<file path="src/rtl/mul_unit.sv">
// -----------------------------------------------------------------------------
// mul_unit -- iterative shift-add multiplier / multiply-accumulate unit.
//
// Computes RESULT = (SRC_A * SRC_B + (ACC ? SRC_C : 0)) mod 2^WIDTH using one
// shift-add step per clock. The latency is fixed: START accepted at edge E0,
// WIDTH RUN edges, then a single write-back cycle. Back-to-back operations
// therefore complete every WIDTH+2 cycles.
//
// Ports:
//   CLK      in   clock, all state changes on the rising edge
//   RESETN   in   synchronous active-low reset
//   START    in   begin an operation (sampled only in IDLE)
//   ACC      in   0 = MUL (A*B), 1 = MLA (A*B+C)
//   SRC_A    in   multiplicand
//   SRC_B    in   multiplier
//   SRC_C    in   accumulate addend
//   DEST_IN  in   destination register index
//   RESULT   out  product / accumulated result (held until next completion)
//   DEST     out  captured destination index (held until next completion)
//   WE       out  one-cycle register-file write enable in the write-back cycle
//   BUSY     out  high in RUN and write-back
//   DONE     out  one-cycle completion pulse, coincident with WE
//   FLAG_N   out  RESULT[WIDTH-1] of the last completed operation
//   FLAG_Z   out  RESULT == 0 for the last completed operation
// -----------------------------------------------------------------------------
module mul_unit #(
   parameter int WIDTH = 32
) (
   input  logic             CLK,
   input  logic             RESETN,
   input  logic             START,
   input  logic             ACC,
   input  logic [WIDTH-1:0] SRC_A,
   input  logic [WIDTH-1:0] SRC_B,
   input  logic [WIDTH-1:0] SRC_C,
   input  logic [3:0]       DEST_IN,
   output logic [WIDTH-1:0] RESULT,
   output logic [3:0]       DEST,
   output logic             WE,
   output logic             BUSY,
   output logic             DONE,
   output logic             FLAG_N,
   output logic             FLAG_Z
);

   typedef enum logic [1:0] {
      S_IDLE = 2'd0,
      S_RUN  = 2'd1,
      S_WB   = 2'd2
   } state_t;

   localparam int            CW   = (WIDTH > 1) ? $clog2(WIDTH) : 1;
   localparam logic [CW-1:0] LAST = CW'(WIDTH - 1);

   state_t           state_q,    state_d;
   logic [CW-1:0]    cnt_q,      cnt_d;
   logic [WIDTH-1:0] mcand_q,    mcand_d;
   logic [WIDTH-1:0] mplier_q,   mplier_d;
   logic [WIDTH-1:0] acc_q,      acc_d;
   logic [3:0]       dest_cap_q, dest_cap_d;
   logic [WIDTH-1:0] result_q,   result_d;
   logic [3:0]       dest_q,     dest_d;
   logic             we_q,       we_d;
   logic             done_q,     done_d;
   logic             busy_q,     busy_d;
   logic             flag_n_q,   flag_n_d;
   logic             flag_z_q,   flag_z_d;

   // One shift-add step: add the (already shifted) multiplicand when the
   // current multiplier LSB is set. Wraps modulo 2^WIDTH by construction.
   logic [WIDTH-1:0] acc_step;
   assign acc_step = acc_q + (mplier_q[0] ? mcand_q : '0);

   always_comb begin
      // NOTE: every _d gets a default before the case so no path leaves a
      // signal unassigned; otherwise synthesis infers latches.
      state_d    = state_q;
      cnt_d      = cnt_q;
      mcand_d    = mcand_q;
      mplier_d   = mplier_q;
      acc_d      = acc_q;
      dest_cap_d = dest_cap_q;
      result_d   = result_q;
      dest_d     = dest_q;
      we_d       = 1'b0;
      done_d     = 1'b0;
      busy_d     = busy_q;
      flag_n_d   = flag_n_q;
      flag_z_d   = flag_z_q;

      case (state_q)
         S_IDLE: begin
            if (START) begin
               // Operands are latched here so later input changes cannot
               // disturb the running operation.
               state_d    = S_RUN;
               cnt_d      = '0;
               mcand_d    = SRC_A;
               mplier_d   = SRC_B;
               acc_d      = ACC ? SRC_C : '0;
               dest_cap_d = DEST_IN;
               busy_d     = 1'b1;
            end
         end

         S_RUN: begin
            acc_d    = acc_step;
            mcand_d  = mcand_q << 1;
            mplier_d = mplier_q >> 1;
            cnt_d    = cnt_q + CW'(1);
            if (cnt_q == LAST) begin
               // Last step: the outputs are loaded from the final sum so that
               // they are valid during the write-back cycle itself.
               state_d  = S_WB;
               cnt_d    = '0;
               we_d     = 1'b1;
               done_d   = 1'b1;
               result_d = acc_step;
               dest_d   = dest_cap_q;
               flag_n_d = acc_step[WIDTH-1];
               flag_z_d = (acc_step == '0);
            end
         end

         S_WB: begin
            // START is deliberately not looked at here.
            state_d = S_IDLE;
            busy_d  = 1'b0;
         end

         default: begin
            state_d = S_IDLE;
            busy_d  = 1'b0;
         end
      endcase
   end

   // NOTE: sequential state uses non-blocking assignments only, so every
   // flop samples the pre-edge value of every other flop.
   always_ff @(posedge CLK) begin
      if (!RESETN) begin
         state_q    <= S_IDLE;
         cnt_q      <= '0;
         mcand_q    <= '0;
         mplier_q   <= '0;
         acc_q      <= '0;
         dest_cap_q <= '0;
         result_q   <= '0;
         dest_q     <= '0;
         we_q       <= 1'b0;
         done_q     <= 1'b0;
         busy_q     <= 1'b0;
         flag_n_q   <= 1'b0;
         flag_z_q   <= 1'b0;
      end else begin
         state_q    <= state_d;
         cnt_q      <= cnt_d;
         mcand_q    <= mcand_d;
         mplier_q   <= mplier_d;
         acc_q      <= acc_d;
         dest_cap_q <= dest_cap_d;
         result_q   <= result_d;
         dest_q     <= dest_d;
         we_q       <= we_d;
         done_q     <= done_d;
         busy_q     <= busy_d;
         flag_n_q   <= flag_n_d;
         flag_z_q   <= flag_z_d;
      end
   end

   assign RESULT = result_q;
   assign DEST   = dest_q;
   assign WE     = we_q;
   assign DONE   = done_q;
   assign BUSY   = busy_q;
   assign FLAG_N = flag_n_q;
   assign FLAG_Z = flag_z_q;

endmodule
</file>
<file path="config.mk">
export PLATFORM = sky130hd
export DESIGN_NAME = mul_unit
export DESIGN_NICKNAME = d
export VERILOG_FILES = /design/src/rtl/mul_unit.sv
export SDC_FILE = /design/constraint.sdc
export NUM_CORES = 1
export LEC_CHECK = 0
export ABC_AREA = 0
export CAP_MARGIN = 25
export CORE_AREA = 2 2 132 134
export CTS_CLUSTER_SIZE = 10
export DETAILED_ROUTE_END_ITERATION = 10
export DIE_AREA = 0 0 134 136
export GPL_TIMING_DRIVEN = 0
export PLACE_DENSITY = 0.76
export SLEW_MARGIN = 30
export SYNTH_ARGS = -nofsm -noshare
export SYNTH_HDL_FRONTEND = slang
export SYNTH_SLANG_ARGS = --single-unit
</file>
<file path="constraint.sdc">
create_clock -name CLK -period 4.35 [get_ports CLK]
set_clock_uncertainty 0.2 [all_clocks]
set_input_delay 0.6525 -clock CLK [delete_from_list [all_inputs] [get_ports CLK]]
set_output_delay 0.6525 -clock CLK [all_outputs]
set_load 0.02 [all_outputs]
</file>
======== Word level (Yosys, flattened, before mapping) ========
Cells that the tools add are included.
cells by class
  reductions and logical operators ........ 9
  equality and inequality tests ........... 4
  multiplexer cells ....................... 17
  bitwise operators ....................... 1
  add/subtract/negate cells ............... 2
operators by type and width
  kind                                                                   number
  32-bit case mux with 2 select lines                                    3
  32-bit two-way mux                                                     5
  32-bit adder                                                           1
  32-bit logical NOT                                                     1
  2-bit AND reduction                                                    6
  5-bit two-way mux                                                      2
  5-bit case mux with 2 select lines                                     1
  5-bit by 1-bit adder with 5-bit output, second input constant          1
  5-bit equality test, second input constant                             1
  2-bit two-way mux                                                      2
  2-bit inequality test, second input constant                           2
  2-bit case mux with 2 select lines                                     1
  2-bit by 1-bit equality test with 1-bit output, second input constant  1
  2-bit logical NOT                                                      1
  1-bit two-way mux                                                      2
  1-bit case mux with 2 select lines                                     1
  2-bit nonzero test                                                     1
  1-bit NOT                                                              1
storage, ports and cells
  output and inout port bits .............. 41
  bits of input ports ..................... 104
  logic and storage cells ................. 45
  flip-flop bits (word level) ............. 147

======== Longest topological paths before layout ========
  depth after elaboration ................. 3
  mapped depth ............................ 14
  mapped depth without buffers ............ 13

======== Worst setup path before layout ========
Ideal clock, no wire load.
  path kind ............................... flip-flop to flip-flop
  start ................................... register mplier_q[0]
  end ..................................... register flag_z_q (netlist: FLAG_Z)
  period minus slack after synthesis ...... 3.556 ns
  buffers on the path ..................... 1
  data arrival time ....................... 3.272 ns
  required time ........................... 4.066 ns
  setup time .............................. 0.084 ns
  slack ................................... 0.794 ns
  stages on the path, launching flop included .. 14
  cells stage by stage .................... dfxtp_1 clkbuf_1 and2_1 fa_1 a21o_1 a221o_1 nand3_2 a21oi_1 or3_1 a211o_1 nor4_1 nand4bb_1 or4_1 o31ai_2
on the way
  cells in the longest elaborated chain, start to end .. 3
RTL lines
  item                    line  source
  start, declared         58    logic [WIDTH-1:0] mplier_q, mplier_d;
  start signal, assigned  159   mplier_q <= mplier_d;
  32-bit two-way mux      72    assign acc_step = acc_q + (mplier_q[0] ? mcand_q : '0);
  32-bit adder            72
  32-bit logical NOT      121   flag_z_d = (acc_step == '0);
  end signal, assigned    168   flag_z_q <= flag_z_d;
  end, declared           67    logic flag_z_q, flag_z_d;
Every way passes these cells.
A chain may end at the register's enable or synchronous reset.

======== Worst setup path in the final report ========
Ends and elaborated chain as after synthesis.

==> impl_metrics.toml <==
[yosys]
yosys_warnings = 0
synth_xor_area_frac = 0.0266
synth_top_family_by_area = "simple AND/OR/NAND/NOR gates"
synth_flop_cell = "dfxtp_1"
yosys.area_share.simple = 0.285
synthMuxAreaShare = 0
synth_async_sr_flop_share = 0
synth_common_cells = "nand2_1 (257), dfxtp_1 (146), nand3_1 (119), o211a_1 (84), clkbuf_1 (67)"
synth.top_cell.area_share = 0.355
synth_edf_count = 0
synth_seq_cells = 146
yosysSeqAreaShare = 0.355
synth-adder-area-share = 0.0526
synth_compound_area_frac = 0.239
netlist_top_cells_area = "dfxtp_1 (36%), nand2_1 (12%), o211a_1 (10%)"
syn_nets = 1186
yosysTopAreaCell = "dfxtp_1"
synth_area_per_cell_um2 = 7.85
mappedNetlistArea_um2 = 8230
synth_cell_type_count = 63
synthCells = 1048
synth.most_common_cell = "nand2_1"

[run_status]
status = "completed"

[power_and_ir_drop]
p_leak_nw = 4.89
ir_drop_mv = 0.272
powerDensity_nw_per_um2 = 342
finalPower_mw = 3.59

[drt]
drc = 0
vias = 8360
viasPerCell = 5.78
drt_iter0_markers = 681
wl_um = 25700
final_antenna_net_count = 0
drt-pass1-iter-count = 5
avgRoutedWirePerCell_um = 17.8

[global_route]
grt_max_degree = 17
grt_pass1_wl_um = 40600
grt_overflow = 0
antenna_found_initial = 0
grt_pass1_vias = 7935
grtUsageTotal = 0.284

[worst_hold_path]
hold_path.class = "register to register"

[clocking]
tritoncts = "built"
cts_inserted_buffers = 17
clkTransAtPathRegs_ns = 0.06
clockBufferDepth = 2
cts.sinks = 146
cts_htree_levels = 4
root_buffer = "clkbuf_16"
post_cts_buffers = 0
clk_latency_ns = 0.43

[finish]
fin_util = 0.622
n_antenna_cell = 0
fillers = 1539
fin_nets = 1348
syn2layout_area_growth_pct = 27.7
layout-drive-gt1-share = 0.0385

[setup_path]
crit_slowest_cell = "fa_1"
cp.required_ns = 4.50
startpoint_type = "register"
critPathTopFamily = "simple AND/OR/NAND/NOR gates"
path_cells = "clkbuf_2, and2_1, fa_1, a21o_1, a221o_1, and3_1, or3_1, a22oi_1, nand4b_1, nor4_2, nand4bb_1, or4_1, o31ai_2"
rrSetupSlack_ns = 0.12
end_kind = "register"
slowest_delay_ns = 0.45
arrival_ns = 4.38
critical_path_class = "register to register"
path_buf_inv = 1
crit_fanout = 10

[flow_run]
maxCapViolCount = 0

[sta]
tightestPinTransition_ns = 0.913
fin_crit_sh = 0.972
finalMaxSlewViolations = 0
period_needed_ns = 4.23
setup_viol = 0
setup_ws_ns = 0.123
slew-limit-headroom = 0.390
rsz0062_at_grt = "no"
timing.fmax_mhz = 237
hold_viol_final = 0
fin_setup_tns_ns = 0

[floorplan]
core_area_um2 = 16900
pin_count = 145
fp.dieH_um = 136
rows = 48
die_w_um = 134
die_area_um2 = 18200
start_util = 0.487

[placement]
place_congestion = 0.935
numPortBuffers = 143
post-place-ws_ns = 0.0573
hpwl_um = 19100
[cells by family after synthesis]
family                   after synthesis
XOR/XNOR                              25
flip-flops                           146
AND/OR/NAND/NOR                      505
adder cells (fa/ha/maj)               34
buffers and inverters                 88
AO/OA/AOI/OAI                        250
[through the flow]
stage | std cells | cell area [um^2] | hold WS [ns]
3_5_place_dp | 1416 | 9940 | 0.257
5_1_grt | 1446 | 10500 | 0.285
3_3_place_gp | 1416 | 9940 | 0.247
6_report | 1446 | 10500 | 0.258
2_1_floorplan | 1048 | 8230 | 0.241
4_1_cts | 1446 | 10500 | 0.264
[power breakdown]
part | switching [mW] | internal (mW) | leakage, nW
clock | 0.575 | 0.829 | 0.268
combinational | 0.393 | 0.298 | 3.43
sequential | 0.0632 | 1.43 | 1.20
total | 1.03 | 2.56 | 4.89
[tightest hold or removal path, stage by stage (launching register included)]
cell and delay (ns):
dfxtp_1 0.31, nand2_1 0.05, a21boi_0 0.06
[sequential cells by signal, summed over array words and instances, names as in the netlist]
signal and count:
BUSY 1, DEST 4, DONE 1, FLAG_Z 1, RESULT 32, acc_q 32, cnt_q 5, dest_cap_q 4
mcand_q 32, mplier_q 32, state_q 2
[worst paths after layout]
kind	from	to	depth (start not counted)
worst max-delay path	mplier_q[0]	FLAG_Z	13
worst min-delay path	dest_cap_q[0]	DEST[0]	2
worst max register to register	mplier_q[0]	FLAG_Z	13
worst min register to register	dest_cap_q[0]	DEST[0]	2
[final cells by class]
class                   instances  area (um^2)  share of cell area
flip-flops and latches        146         2920               0.278
plain buffers                  80          318              0.0303
repair buffers                143         1430               0.136
clock buffers                  27          533              0.0507
well taps                     225          282              0.0268
inverters                       8         30.0             0.00286
multi-input cells             814         4970               0.473
clock inverters                 3         20.0             0.00191
[cell usage in the layout, fill, tap and decap left out, types with 3 or more instances in the layout]
cell	count
o21ai_0	30
xnor2_1	16
and3_1	13
clkbuf_1	68
clkbuf_8	7
or3_1	5
a21boi_0	44
nor3b_1	3
o21bai_1	3
a21o_1	15
nor3_1	8
nand2_1	257
o21a_1	3
a31oi_1	5
ha_1	33
nor2_1	22
a211o_1	3
nand3_1	119
dfxtp_1	146
clkdlybuf4s50_1	143
clkbuf_16	17
a21oi_1	37
nand4_1	7
and2_1	41
o211a_1	84
buf_1	10
inv_1	7
nor2b_1	8
nand2b_1	4
xor2_1	9
[routing by layer]
metal,part of all wire,global-route usage
met1,0.42,0.351
met2,0.47,0.485
met3,0.074,0.0608
met4,0.030,0.112
met5,0,0
[what timing repair did]
item                                    in CTS  in global routing
hold buffers                                 0                  0
endpoints found under the setup margin       0                  1
resized for setup                            0                  6
(Power assumes the default switching activity.)
